--- src/rtl/seg_pkg.sv ---
// Shared constants and helpers for the 4-digit BCD scan controller.
// Also consumed by the bcd_7_seg decoder and its benches.
package seg_pkg;

  localparam int NUM_DIGITS = 4;
  localparam int DIGIT_W = 4;
  localparam logic [DIGIT_W-1:0] BCD_BLANK = 4'hF;

  typedef logic [NUM_DIGITS*DIGIT_W-1:0] frame_t;
  typedef logic [1:0] dig_idx_t;

  typedef struct packed {
    logic [DIGIT_W-1:0] bcd;
    logic [NUM_DIGITS-1:0] an_n;
  } disp_t;

  // Digit k is blanked when it and every higher digit is zero.
  // Digit 0 is always shown.
  function automatic disp_t disp_digit(
    frame_t frame,
    dig_idx_t k,
    logic lzb
  );
    logic [DIGIT_W-1:0] d;
    logic hz;
    disp_t r;
    d = frame[{k, 2'b00} +: DIGIT_W];
    hz = (k != 2'd0) && ((frame >> {k, 2'b00}) == '0);
    if (lzb && hz) begin
      r.bcd = BCD_BLANK;
      r.an_n = '1;
    end else begin
      r.bcd = (d > 4'd9) ? BCD_BLANK : d;
      r.an_n = ~(4'b0001 << k);
    end
    return r;
  endfunction

endpackage

--- src/rtl/seg_scan_ctrl_if.sv ---
// Load handshake between a digit producer and the scan controller.
// The producer is the master; the controller is the slave.
import seg_pkg::*;

interface seg_scan_ctrl_if;
  frame_t digits_in;
  logic load_valid;
  logic load_ready;

  modport master (
    output digits_in,
    output load_valid,
    input load_ready
  );

  modport slave (
    input digits_in,
    input load_valid,
    output load_ready
  );
endinterface

--- src/rtl/seg_tick_gen.sv ---
// Free-running prescaler: one-cycle tick every CLK_DIV clocks.
// Tick is high while the count sits at CLK_DIV-1.
module seg_tick_gen #(
  parameter int CLK_DIV = 50000
) (
  input logic clk,
  input logic rst_n,
  output logic tick
);

  localparam int CW = $clog2(CLK_DIV);
  localparam logic [CW-1:0] LAST = CW'(CLK_DIV - 1);

  logic [CW-1:0] cnt;

  assign tick = (cnt == LAST);

  // Count up and wrap to zero on the tick cycle.
  always_ff @(posedge clk or negedge rst_n) begin
    if (!rst_n) cnt <= '0;
    else if (tick) cnt <= '0;
    else cnt <= cnt + 1'b1;
  end

endmodule

--- src/rtl/seg_scan_ctrl.sv ---
// Four-digit multiplexed display scanner with double-buffered load.
// Frames swap only at the frame boundary, so a scan never tears.
import seg_pkg::*;

module seg_scan_ctrl #(
  parameter int CLK_DIV = 50000
) (
  input logic clk,
  input logic rst_n,
  seg_scan_ctrl_if.slave ld,
  input logic lzb_en,
  output logic [DIGIT_W-1:0] bcd_out,
  output logic [NUM_DIGITS-1:0] an_n
);

  logic tick;
  dig_idx_t idx;
  frame_t active;
  frame_t pending;
  logic pending_full;
  logic accept;
  logic xfer;
  disp_t nxt;

  seg_tick_gen #(
    .CLK_DIV(CLK_DIV)
  ) u_tick (
    .clk(clk),
    .rst_n(rst_n),
    .tick(tick)
  );

  assign ld.load_ready = ~pending_full;
  assign accept = ld.load_valid & ~pending_full;
  assign xfer = tick & (idx == 2'd3) & pending_full;

  // Decode the slot being loaded into the output register.
  always_comb begin
    nxt = disp_digit(active, idx, lzb_en);
  end

  // Step the digit slot once per tick.
  always_ff @(posedge clk or negedge rst_n) begin
    if (!rst_n) idx <= '0;
    else if (tick) idx <= idx + 2'd1;
  end

  // Outputs change only on tick and hold between ticks.
  always_ff @(posedge clk or negedge rst_n) begin
    if (!rst_n) begin
      bcd_out <= BCD_BLANK;
      an_n <= '1;
    end else if (tick) begin
      bcd_out <= nxt.bcd;
      an_n <= nxt.an_n;
    end
  end

  // Capture into pending; promote to active at the frame edge.
  always_ff @(posedge clk or negedge rst_n) begin
    if (!rst_n) begin
      pending <= '0;
      active <= '0;
      pending_full <= 1'b0;
    end else if (xfer) begin
      active <= pending;
      pending_full <= 1'b0;
    end else if (accept) begin
      pending <= ld.digits_in;
      pending_full <= 1'b1;
    end
  end

endmodule

--- src/flat_wrapper.sv ---
// flat-port wrapper written by rule: the top's interface ports become plain ports
module seg_scan_ctrl_flat 
#(
  parameter int CLK_DIV = 50000
)
  (clk, rst_n, lzb_en, bcd_out, an_n, ld_digits_in, ld_load_valid, ld_load_ready);
  seg_scan_ctrl_if ld_i ();
  input logic clk;
  input logic rst_n;
  input logic lzb_en;
  output logic [DIGIT_W-1:0] bcd_out;
  output logic [NUM_DIGITS-1:0] an_n;
  input wire logic [$bits(ld_i.digits_in)-1:0] ld_digits_in;
  input wire logic [$bits(ld_i.load_valid)-1:0] ld_load_valid;
  output wire logic [$bits(ld_i.load_ready)-1:0] ld_load_ready;
  assign ld_i.digits_in = ld_digits_in;
  assign ld_i.load_valid = ld_load_valid;
  assign ld_load_ready = ld_i.load_ready;
  seg_scan_ctrl #(.CLK_DIV(CLK_DIV)) u_core (.clk(clk), .rst_n(rst_n), .ld(ld_i), .lzb_en(lzb_en), .bcd_out(bcd_out), .an_n(an_n));
endmodule
--- config.mk ---
export PLATFORM = sky130hd
export DESIGN_NAME = seg_scan_ctrl_flat
export DESIGN_NICKNAME = d
export VERILOG_FILES = /design/src/rtl/seg_pkg.sv /design/src/rtl/seg_scan_ctrl_if.sv /design/src/rtl/seg_tick_gen.sv /design/src/rtl/seg_scan_ctrl.sv /design/src/flat_wrapper.sv
export SDC_FILE = /design/constraint.sdc
export NUM_CORES = 1
export LEC_CHECK = 0
export CAP_MARGIN = 20
export CORE_ASPECT_RATIO = 0.6
export CORE_MARGIN = 5
export CORE_UTILIZATION = 50
export DETAILED_ROUTE_END_ITERATION = 6
export GPL_TIMING_DRIVEN = 0
export MAX_ROUTING_LAYER = met4
export PLACE_DENSITY = 0.75
export SYNTH_ARGS = -nofsm -noshare
export SYNTH_HDL_FRONTEND = slang
export SYNTH_HIERARCHICAL = 1
export SYNTH_SLANG_ARGS = --single-unit
export TNS_END_PERCENT = 5
--- constraint.sdc ---
create_clock -name clk -period 2.5 [get_ports clk]
set_input_delay 0.625 -clock clk [delete_from_list [all_inputs] [get_ports clk]]
set_output_delay 0.625 -clock clk [all_outputs]
set_load 0.1 [all_outputs]
==> out/metrics.cfg <==
[clock_tree]
cts_buffer_depth=2
cts_tree=done
numCtsBuffers=9
htree_levels=3
path_clk_slew_ps=60
root_buffer=clkbuf_8
cts_setup_buffers=0
insertion_delay_ps=330
cts_sinks=59

[timing]
relSlewSlack=0.3640
hold_viol=0
hold_ws_ps=234.7
fin_skew_ps=7.633
fmax_ghz=0.4270
fin_crit_ps=2342
worstMarginPinSlew_ps=957.9
post-route-period-util=0.9367
setup_viol=0
slew_viol_final=0
rsz0062_at_grt=no

[critical_path]
startpoint_type=flip-flop
cp_data_required_time_ps=1880
cp_num_buf_inv=1
cp.arrival_ps=1720
rr_startpoint=u_core/u_tick/cnt[0]
critical-path-max-stage-delay_ps=850
crit_family=buffers and inverters
rr_endpoint=u_core/active[10]
path_cells=dlygate4sd2_1
endpoint_kind=primary output
crit_path_max_fanout=2
crit_type=reg2out
reg2reg_depth=8
r2r_slack_ps=200
cp_slowest_cell=dlygate4sd2_1
crit_cells=1

[power_and_ir_drop]
internal_power_uw=1527
clockPowerShare=0.435
p_leak_uw=0.001444
seqPwrFrac=0.523
powerDensity_nw_per_um2=607.7
p_sw_frac=0.2073
p_comb_frac=0.042
power.switching_uw=399.4
power.total_uw=1927
max-vdd-ir-drop_mv=0.2646

[grt]
grt.overflow.total=0
grt.total_usage=0.1687
first_global_vias=1611
grt_pass1_wl_um=8107
grt_start_max_net_pins=42
antenna_found_initial=0

[yosys]
syn-num-nets=220
synthesis.area_sq_um=2606
syn_inst=195
avgSynthCellArea_sq_um=13.37
yosysWarningCount=6
ys_ff_latch=59
synthArstFlopShare=1.000
ys_types=39
ys_seq_area_frac=0.5703
synth-edff-count=0
synth_top_flop_cell=dfrtp_1

[place]
portBuffers=28
place.gp.congestion=0.7601
dpl.hpwl_um=3437
placed_area_sq_um=2984

[run]
cap_violations=0

[die]
ios=29
core_sq_um=5055
initial_utilization=0.5156
die_y_um=65.93
rows=20
dieWidth_um=103.2
die-area_sq_um=6804

[detailed_routing]
wire_per_inst_um=15.13
totalWireLength_um=4616
drt_iter0_drc=86
viasPerCell=5.289
first_pass_iters=4
drc=0
ant_nets=0
vias=1613

[hold_path]
hp-class=in2async

[finish]
syn_to_final_growth_pct=21.65
drive_gt1_frac=0.2803
final_area_sq_um=3171
num_antenna_cells=0
final_nets=259

[outcome]
status=completed

## worst max-delay path by stage
stage	start	to
global route	u_core/u_tick/cnt[4]	u_core/active[10]
global placement	rst_n	u_core/u_tick/cnt[1]
floorplan	u_core/u_tick/cnt[0]	u_core/active[10]
CTS	u_core/an_n[1]	an_n[1]
detailed placement	u_core/u_tick/cnt[0]	u_core/active[10]
finish	u_core/an_n[2]	an_n[2]
## cells by family (layout without fill, tap and decap cells)
logic type	count (synthesis)	count (layout)	share of synthesized area
AO/OA/AOI/OAI	18	18	0.04704
XOR/XNOR	13	13	0.04369
adder cells (fa/ha/maj)	5	5	0.02400
buffers and inverters	14	58	0.02640
flip-flops	59	59	0.5703
multiplexers	38	38	0.1834
AND/OR/NAND/NOR	48	48	0.1051
## state kept, by name, summed over array words and instances (netlist names)
signal,count
u_core/active,16
u_core/pending,16
u_core/u_tick/cnt,16
u_core/an_n,4
u_core/bcd_out,4
u_core/idx,2
u_core/pending_full,1
## worst register-to-register path, cell delays in order, from the launching register on
cell	delay [ps]
dfrtp_1	410
ha_1	230
and3_1	170
buf_2	150
and4_1	160
buf_6	160
nand3_2	190
clkbuf_2	320
mux2_2	380
## metal layers
metal / vias to the layer above / wire (um) / GRT usage
li1: 780 / - / -
met1: 790 / 2438 / 0.2533
met2: 34 / 1836 / 0.1965
met3: 9 / 260 / 0.06744
met4: 0 / 82 / 0.06785
met5: - / 0 / -
## metrics by stage
step | utilization | setup slack (ps) | std cells | setup TNS (ps)
floorplan | - | 19.11 | 195 | 0
global placement | 0.5874 | -1040 | 289 | -60070
global route | 0.6272 | 78.43 | 305 | 0
finish | 0.6272 | 158.2 | 305 | 0
CTS | 0.6272 | 123.8 | 305 | 0
detailed placement | 0.5903 | -410.2 | 290 | -4928
## cell usage in the layout (no fill, tap or decap), types with 2 or more instances in the layout
master           netlist  final
dfrtp_1               51     51
mux2_2                32     32
clkdlybuf4s50_1        0     18
nor2_1                16     16
clkbuf_8               0     10
dlygate4sd2_1          0      9
xor2_1                 9      9
dfstp_2                8      8
a31oi_1                7      7
inv_1                  6      6
nand2_1                5      5
ha_1                   5      5
and4_1                 4      4
xnor2_1                4      4
clkbuf_1               3      3
nor4_1                 3      3
a21oi_1                3      3
nand4_1                3      3
nand3_1                4      3
clkinvlp_4             0      2
buf_2                  1      2
buf_6                  2      2
buf_1                  2      2
o211ai_1               2      2
mux4_1                 2      2
mux4_2                 2      2
o21a_1                 2      2
mux2i_1                2      2
nor2b_1                2      2
and2_1                 2      2
## power groups by stage
stage | combinational [uW] | clock (uW) | sequential (uW)
after floorplan | 29.6 | 0 | 1020
after global placement | 78.5 | 0 | 1020
after detailed placement | 83.7 | 0 | 1020
after CTS | 83.8 | 867 | 1010
after global routing | 93.9 | 915 | 1010
final | 81.2 | 838 | 1010
## synth_stat cells, types with 2 or more instances
master / instances / area [sq um]
xor2_1: 9 / 78.83
o211ai_1: 2 / 15.01
nand2_1: 5 / 18.77
inv_1: 6 / 22.52
o21a_1: 2 / 15.01
mux2_2: 32 / 360.4
nor4_1: 3 / 18.77
mux4_1: 2 / 52.55
a31oi_1: 7 / 43.79
nor2b_1: 2 / 12.51
buf_6: 2 / 22.52
nand4_1: 3 / 18.77
clkbuf_1: 3 / 11.26
xnor2_1: 4 / 35.03
dfrtp_1: 51 / 1276
dfstp_2: 8 / 210.2
buf_1: 2 / 7.510
nor2_1: 16 / 60.06
mux2i_1: 2 / 20.02
and4_1: 4 / 35.03
a21oi_1: 3 / 15.01
and2_1: 2 / 12.51
ha_1: 5 / 62.56
mux4_2: 2 / 45.04
nand3_1: 4 / 20.02
## timing repair
| item | CTS | global route |
|---|---|---|
| gates resized for setup | 11 | 0 |
| endpoints found under the setup margin | 26 | 0 |
| hold buffers | 0 | 0 |
## layout make-up
class | count | area [sq um]
fill | 414 | 1884
sequential | 59 | 1486
multi-input combinational | 122 | 1056
timing repair buffer | 29 | 284.0
clock buffer | 12 | 145.1
tap | 66 | 82.58
clock inverter | 4 | 50.05
buffer | 7 | 43.79
inverter | 6 | 22.52
No activity file was read; power rests on OpenSTA's default activity.
